[src/rtl/layer1_pkg.sv]
// layer1_pkg: shared definitions for the layer-1 ReLU / max-pool stage.
//   - frame FSM state type
//   - default image geometry and pixel width
//   - L0 / L1 memory address widths for the default geometry
package layer1_pkg;

   // Frame FSM: IDLE until the first pixel arrives, RUN until the last one.
   typedef enum logic {
      ST_IDLE = 1'b0,
      ST_RUN  = 1'b1
   } st_t;

   localparam int IMG_W_DEF  = 64;  // image width and height, power of 2
   localparam int DATA_W_DEF = 20;  // signed Q4.16 pixel

   // Address widths for the default 64x64 image.
   localparam int L0_AW_DEF = 2 * $clog2(IMG_W_DEF);        // {row, col}
   localparam int L1_AW_DEF = 2 * ($clog2(IMG_W_DEF) - 1);  // {row/2, col/2}

endpackage : layer1_pkg

[src/rtl/layer1_pool_row_buf.sv]
// pool_row_buf: one-row line buffer for the 2x2 max-pool.
// Holds the horizontal pair-max of each window's top row until the
// bottom row of that window arrives.
//   clk   : rising-edge clock
//   we    : write strobe
//   waddr : write index (window column)
//   wdata : packed {ch1, ch0} partial max
//   raddr : read index (window column)
//   rdata : packed {ch1, ch0}, combinational read
// Writes happen on even rows and reads on odd rows, so a same-cycle
// read/write never touches the same entry and no bypass is needed.
// The contents are plain data and carry no reset.
module pool_row_buf #(
   parameter int DEPTH = 32,
   parameter int AW    = 5,
   parameter int W     = 40
) (
   input  logic          clk,
   input  logic          we,
   input  logic [AW-1:0] waddr,
   input  logic [W-1:0]  wdata,
   input  logic [AW-1:0] raddr,
   output logic [W-1:0]  rdata
);

   logic [W-1:0] mem [DEPTH];

   always_ff @(posedge clk) begin
      if (we) begin
         mem[waddr] <= wdata;
      end
   end

   assign rdata = mem[raddr];

endmodule : pool_row_buf

[src/rtl/layer1.sv]
// layer1: ReLU + 2x2 stride-2 max-pool stage behind the layer-0 convolution.
// Consumes one two-channel pixel per accepted cycle in raster order, writes
// the ReLU'd image to L0 and the pooled half-size image to L1.
//   clk                    : rising-edge clock
//   reset                  : asynchronous, active-low; clears all state
//   i_valid                : pixel pair present this cycle
//   i_data_0 / i_data_1    : signed convolution results, kernel 0 / 1
//   o_l0_we/addr/data_0/1  : L0 write port, address {row, col}
//   o_l1_we/addr/data_0/1  : L1 write port, address {row/2, col/2}
//   o_busy                 : frame in progress
//   o_done                 : one-cycle pulse with the final L1 write
module layer1
   import layer1_pkg::*;
#(
   parameter int IMG_W  = IMG_W_DEF,
   parameter int DATA_W = DATA_W_DEF
) (
   input  logic                              clk,
   input  logic                              reset,
   input  logic                              i_valid,
   input  logic signed [DATA_W-1:0]          i_data_0,
   input  logic signed [DATA_W-1:0]          i_data_1,
   output logic                              o_l0_we,
   output logic [2*$clog2(IMG_W)-1:0]        o_l0_addr,
   output logic signed [DATA_W-1:0]          o_l0_data_0,
   output logic signed [DATA_W-1:0]          o_l0_data_1,
   output logic                              o_l1_we,
   output logic [2*($clog2(IMG_W)-1)-1:0]    o_l1_addr,
   output logic signed [DATA_W-1:0]          o_l1_data_0,
   output logic signed [DATA_W-1:0]          o_l1_data_1,
   output logic                              o_busy,
   output logic                              o_done
);

   localparam int CW = $clog2(IMG_W);  // counter width
   localparam int PW = 2 * DATA_W;     // packed {ch1, ch0} width

   // Negative inputs clamp to zero; everything else passes through.
   function automatic logic signed [DATA_W-1:0] relu(input logic signed [DATA_W-1:0] x);
      return x[DATA_W-1] ? '0 : x;
   endfunction

   // Operands are post-ReLU (non-negative), so an unsigned compare suffices.
   function automatic logic [DATA_W-1:0] max_u(input logic [DATA_W-1:0] a,
                                               input logic [DATA_W-1:0] b);
      return (a > b) ? a : b;
   endfunction

   function automatic logic [PW-1:0] max_pair(input logic [PW-1:0] a,
                                              input logic [PW-1:0] b);
      return {max_u(a[PW-1:DATA_W], b[PW-1:DATA_W]),
              max_u(a[DATA_W-1:0],  b[DATA_W-1:0])};
   endfunction

   // ---- stage p0: counters, ReLU, pooling compares ----
   logic [CW-1:0]              col_p0;
   logic [CW-1:0]              row_p0;
   logic signed [DATA_W-1:0]   relu_0_p0;
   logic signed [DATA_W-1:0]   relu_1_p0;
   logic [PW-1:0]              relu_pair_p0;
   logic [PW-1:0]              pr_p0;
   logic [PW-1:0]              lb_rdata_p0;
   logic [PW-1:0]              pool_p0;
   logic                       lb_we_p0;
   logic                       last_p0;
   st_t                        st;

   assign relu_0_p0    = relu(i_data_0);
   assign relu_1_p0    = relu(i_data_1);
   assign relu_pair_p0 = {relu_1_p0, relu_0_p0};

   // Odd columns combine with the left neighbour held in pr; an odd-row even
   // column combines with the top-row pair max saved in the line buffer.
   assign pool_p0  = max_pair(col_p0[0] ? pr_p0 : lb_rdata_p0, relu_pair_p0);
   assign lb_we_p0 = i_valid & ~row_p0[0] & col_p0[0];
   assign last_p0  = (&row_p0) & (&col_p0);

   pool_row_buf #(
      .DEPTH (IMG_W / 2),
      .AW    (CW - 1),
      .W     (PW)
   ) u_lb (
      .clk   (clk),
      .we    (lb_we_p0),
      .waddr (col_p0[CW-1:1]),
      .wdata (pool_p0),
      .raddr (col_p0[CW-1:1]),
      .rdata (lb_rdata_p0)
   );

   // ---- stage p1: registered memory write ports ----
   logic                       l0_we_p1;
   logic [2*CW-1:0]            l0_addr_p1;
   logic signed [DATA_W-1:0]   l0_data_0_p1;
   logic signed [DATA_W-1:0]   l0_data_1_p1;
   logic                       l1_we_p1;
   logic [2*(CW-1)-1:0]        l1_addr_p1;
   logic signed [DATA_W-1:0]   l1_data_0_p1;
   logic signed [DATA_W-1:0]   l1_data_1_p1;
   logic                       busy_p1;
   logic                       done_p1;

   always_ff @(posedge clk or negedge reset) begin
      if (!reset) begin
         col_p0       <= '0;
         row_p0       <= '0;
         pr_p0        <= '0;
         l0_we_p1     <= 1'b0;
         l0_addr_p1   <= '0;
         l0_data_0_p1 <= '0;
         l0_data_1_p1 <= '0;
         l1_we_p1     <= 1'b0;
         l1_addr_p1   <= '0;
         l1_data_0_p1 <= '0;
         l1_data_1_p1 <= '0;
      end else begin
         l0_we_p1 <= i_valid;
         l1_we_p1 <= i_valid & row_p0[0] & col_p0[0];
         if (i_valid) begin
            l0_addr_p1   <= {row_p0, col_p0};
            l0_data_0_p1 <= relu_0_p0;
            l0_data_1_p1 <= relu_1_p0;
            // Even column opens a horizontal pair: fresh pixel on the top
            // row, top-row max folded in on the bottom row.
            if (!col_p0[0]) begin
               pr_p0 <= row_p0[0] ? pool_p0 : relu_pair_p0;
            end
            if (row_p0[0] && col_p0[0]) begin
               l1_addr_p1   <= {row_p0[CW-1:1], col_p0[CW-1:1]};
               l1_data_0_p1 <= pool_p0[DATA_W-1:0];
               l1_data_1_p1 <= pool_p0[PW-1:DATA_W];
            end
            col_p0 <= col_p0 + 1'b1;
            if (&col_p0) begin
               row_p0 <= row_p0 + 1'b1;
            end
         end
      end
   end

   // Frame FSM; busy and done are registered alongside the p1 write ports.
   always_ff @(posedge clk or negedge reset) begin
      if (!reset) begin
         st      <= ST_IDLE;
         busy_p1 <= 1'b0;
         done_p1 <= 1'b0;
      end else begin
         done_p1 <= 1'b0;
         case (st)
            ST_IDLE: begin
               if (i_valid) begin
                  st      <= ST_RUN;
                  busy_p1 <= 1'b1;
               end
            end
            ST_RUN: begin
               if (i_valid && last_p0) begin
                  st      <= ST_IDLE;
                  busy_p1 <= 1'b0;
                  done_p1 <= 1'b1;
               end
            end
            default: begin
               st      <= ST_IDLE;
               busy_p1 <= 1'b0;
            end
         endcase
      end
   end

   assign o_l0_we     = l0_we_p1;
   assign o_l0_addr   = l0_addr_p1;
   assign o_l0_data_0 = l0_data_0_p1;
   assign o_l0_data_1 = l0_data_1_p1;
   assign o_l1_we     = l1_we_p1;
   assign o_l1_addr   = l1_addr_p1;
   assign o_l1_data_0 = l1_data_0_p1;
   assign o_l1_data_1 = l1_data_1_p1;
   assign o_busy      = busy_p1;
   assign o_done      = done_p1;

endmodule : layer1

[config.mk]
export PLATFORM = sky130hd
export DESIGN_NAME = layer1
export DESIGN_NICKNAME = d
export VERILOG_FILES = /design/src/rtl/layer1_pkg.sv /design/src/rtl/layer1_pool_row_buf.sv /design/src/rtl/layer1.sv
export SDC_FILE = /design/constraint.sdc
export NUM_CORES = 1
export LEC_CHECK = 0
export BUFFER_PORTS_ARGS = -buffer_cell sky130_fd_sc_hd__buf_4
export CAP_MARGIN = 20
export CORE_MARGIN = 3
export CORE_UTILIZATION = 40
export DETAILED_ROUTE_END_ITERATION = 8
export GPL_ROUTABILITY_DRIVEN = 0
export SYNTH_ARGS = -nofsm -noshare
export SYNTH_HDL_FRONTEND = slang
export SYNTH_SLANG_ARGS = --single-unit
[constraint.sdc]
create_clock -name clk -period 10.4 [get_ports clk]
set_input_delay 1.56 -clock clk [delete_from_list [all_inputs] [get_ports clk]]
set_output_delay 1.56 -clock clk [all_outputs]
set_load 0.03 [all_outputs]
==> impl_metrics.ini <==
[clock_tree]
root_buffer = clkbuf_16
ctsHtreeMaxLevel = 4
cts_hold_buf = 0
cts_tree = built
path_clk_slew_ns = 0.06
post_cts_resized = 0
post-cts-setup-buffers = 0
cts_sinks = 1437
clk_latency_ns = 0.77
cts_inserted_buffers = 147
cts_buffer_depth = 3

[synth]
synth_most_common_cell = edfxtp_1
yosys.cell_types.count = 75
synth_top_area_share_pct = 66.9
synth_area_leader_cell = edfxtp_1
synth.avg_cell_area_um2 = 18.3
ys_ff_latch = 1437
ys_seq_area_share_pct = 73.8
yosys_warnings = 0
netlist_area_um2 = 57400
yosys-top-cells-count = 1280 x edfxtp_1, 330 x mux2i_1, 157 x dfrtp_1, 155 x mux4_2, 115 x mux2_2
yosys-top-cells-area = edfxtp_1 67%, dfrtp_1 6.8%, mux4_2 6.1%
synthesis.instances = 3137
synth_edf_count = 1280
synth_flop_cell = edfxtp_1
synth-async-reset-ratio_pct = 10.9

[sta]
fmax_mhz = 134
setup_ws_ns = 2.93
max_slew.worst_pin.slew_ns = 1.19
rsz0062_at_grt = false
finalCriticalPeriod_ns = 7.47
drv_slew = 0
finalCritPeriodShare_pct = 71.8
slew_headroom_pct = 20.0
finalSetupTns_ns = 0
skew_ns = 0.0331
holdWs_ns = 0.473
final-hold-violation-count = 0
setup_viol = 0

[global_route]
top_usage_layer = met2
met2_usage_pct = 35.0
grt_pass1_wl_um = 242000
grt.total_usage_pct = 23.2
antenna_found_initial = 10
grt_util_met1_pct = 33.9
grt_max_degree = 103
global_route.usage.met3_pct = 5.34
grt.overflow.total = 0
grt_pass1_vias = 30900

[die]
die_x_um = 385
num_rows = 138
die_area_um2 = 148000
die_height_um = 385
pin_count = 149
start_util_pct = 40.4
core_um2 = 142000

[place]
dp.cells = 5105
post_dp_cell_area_um2 = 61200
port_buffers = 146
place_ws_ns = 3.31
dp_hpwl_um = 96400

[worst_setup_path]
worst_setup_path_start_kind = register
cp_num_buf_inv = 2
path_cells = buf_12, buf_4, mux2i_1, o22ai_1, or4_1, a221oi_1, a2bb2oi_1, ha_1, a2111oi_0, o21ai_0, a2111oi_0, o211ai_1, a21oi_4, mux2_2, mux2_2
crit_fanout = 100
crit_family = compound AO/OA/AOI/OAI gates
crit_type = register to register
endpoint_kind = register
arrival_ns = 8.09
slowest_delay_ns = 0.92
slowest_stage = a21oi_4
crit_required_ns = 11.03

[routing]
viasPerCell = 5.96
ant_nets = 0
drc_errors = 0
drt_iter0_drc = 4406
wire_per_inst_um = 32.1
routed_wl_um = 173000
first_pass_iters = 6
vias = 32100

[status]
status = finished clean

[power_and_ir_drop]
ir_worst_vdd_v = 0.000285
leakage_nw = 22.7
power.density_nw_per_um2 = 347

[layout]
drive_gt1_share_pct = 23.7
fillers = 12000
final_area_um2 = 65900
final_nets = 3447
stdcell_count = 5375
syn2layout_area_growth_pct = 14.8

[worst_hold_path]
min_path_type = register to register

[run]
cap_violations = 0
-- layout make-up --
class / instances / area, um^2 / area share (%)
Sequential cell: 1437 / 42400 / 64.3
Multi-Input combinational cell: 1468 / 14200 / 21.5
Clock buffer: 214 / 4250 / 6.45
Tap cell: 1890 / 2360 / 3.59
Timing Repair Buffer: 261 / 2070 / 3.14
Clock inverter: 54 / 472 / 0.716
Inverter: 49 / 185 / 0.281
Antenna cell: 2 / 5.00 / 0.00759
-- kinds of logic (layout without fill, tap and decap cells) --
logic type | after synthesis | count (layout) | synth area share [%]
other cells | 1 | 4 | 0.00653
compound gates | 412 | 412 | 5.00
buf+inv | 233 | 578 | 2.07
simple gates | 381 | 381 | 3.47
xor+xnor | 10 | 10 | 0.152
fa+ha+maj | 40 | 40 | 0.871
mux | 623 | 623 | 14.7
flops | 1437 | 1437 | 73.8
-- sequential cells by signal (all words and copies together) (netlist names) --
register and cells:
u_lb.mem 1280, o_l0_data_1 19, o_l0_addr 12, row_p0 6, col_p0 6, o_l1_we 1, o_l1_data_0 20, o_l0_we 1
o_done 1, o_l1_data_1 20, st 1, o_l1_addr 10, o_l0_data_0 19, pr_p0 40, o_busy 1
-- metal layers --
metal,wire length [um],share of wire (%),vias to the layer above
met5,0,0,-
met1,73500,43,16900
met4,3930,2.3,0
met2,77700,45,1805
met3,17500,10,228
li1,-,-,13100
-- report_power, final --
| group | switching, mW | internal (mW) |
|---|---|---|
| sequential | 0.278 | 8.96 |
| clock | 2.18 | 3.03 |
| combinational | 5.86 | 2.57 |
-- metrics by stage --
stage / total power [mW] / utilization (%)
final: 22.9 / 46.4
after global routing: 23.7 / 46.4
after CTS: 22.9 / 46.4
after detailed placement: 17.7 / 43.1
after global placement: 17.5 / 43.0
after floorplan: 14.5 / -
-- worst paths after layout --
path / from / to / slack, ns / cells after the start
worst max-delay path: col_p0[2] / o_l1_data_1[4] / 2.93 / 15
worst min-delay path: o_l1_addr[5] / o_l1_addr[5] / 0.47 / 2
worst max register to register: col_p0[2] / o_l1_data_1[4] / 2.93 / 15
worst min register to register: o_l1_addr[5] / o_l1_addr[5] / 0.47 / 2
max in group asynchronous: reset / col_p0[1] / 7.52 / 3
min in group asynchronous: reset / o_l1_data_0[16] / 0.84 / 1
-- tightest hold or removal path, delay by kind of cell (launching register included) --
family        cells  cell delay (ns)
simple gates      2             0.10
flops             1             0.34
-- layout by cell type (no fill, tap or decap), types with 19 or more instances in the layout --
cell	instances
inv_1	47
o21ai_0	65
clkinv_1	19
edfxtp_1	1280
a22oi_1	36
a31oi_1	21
nor2b_1	46
clkinv_2	20
nor2_4	31
mux2_4	22
buf_4	253
clkbuf_1	43
nand4_1	19
dfrtp_1	151
a21oi_1	51
nand2_1	96
o22ai_1	103
or4_1	23
mux2_2	115
mux2i_1	326
clkbuf_16	154
nor2_1	67
ha_1	40
mux4_2	155
No activity file was read; power rests on OpenSTA's default activity.
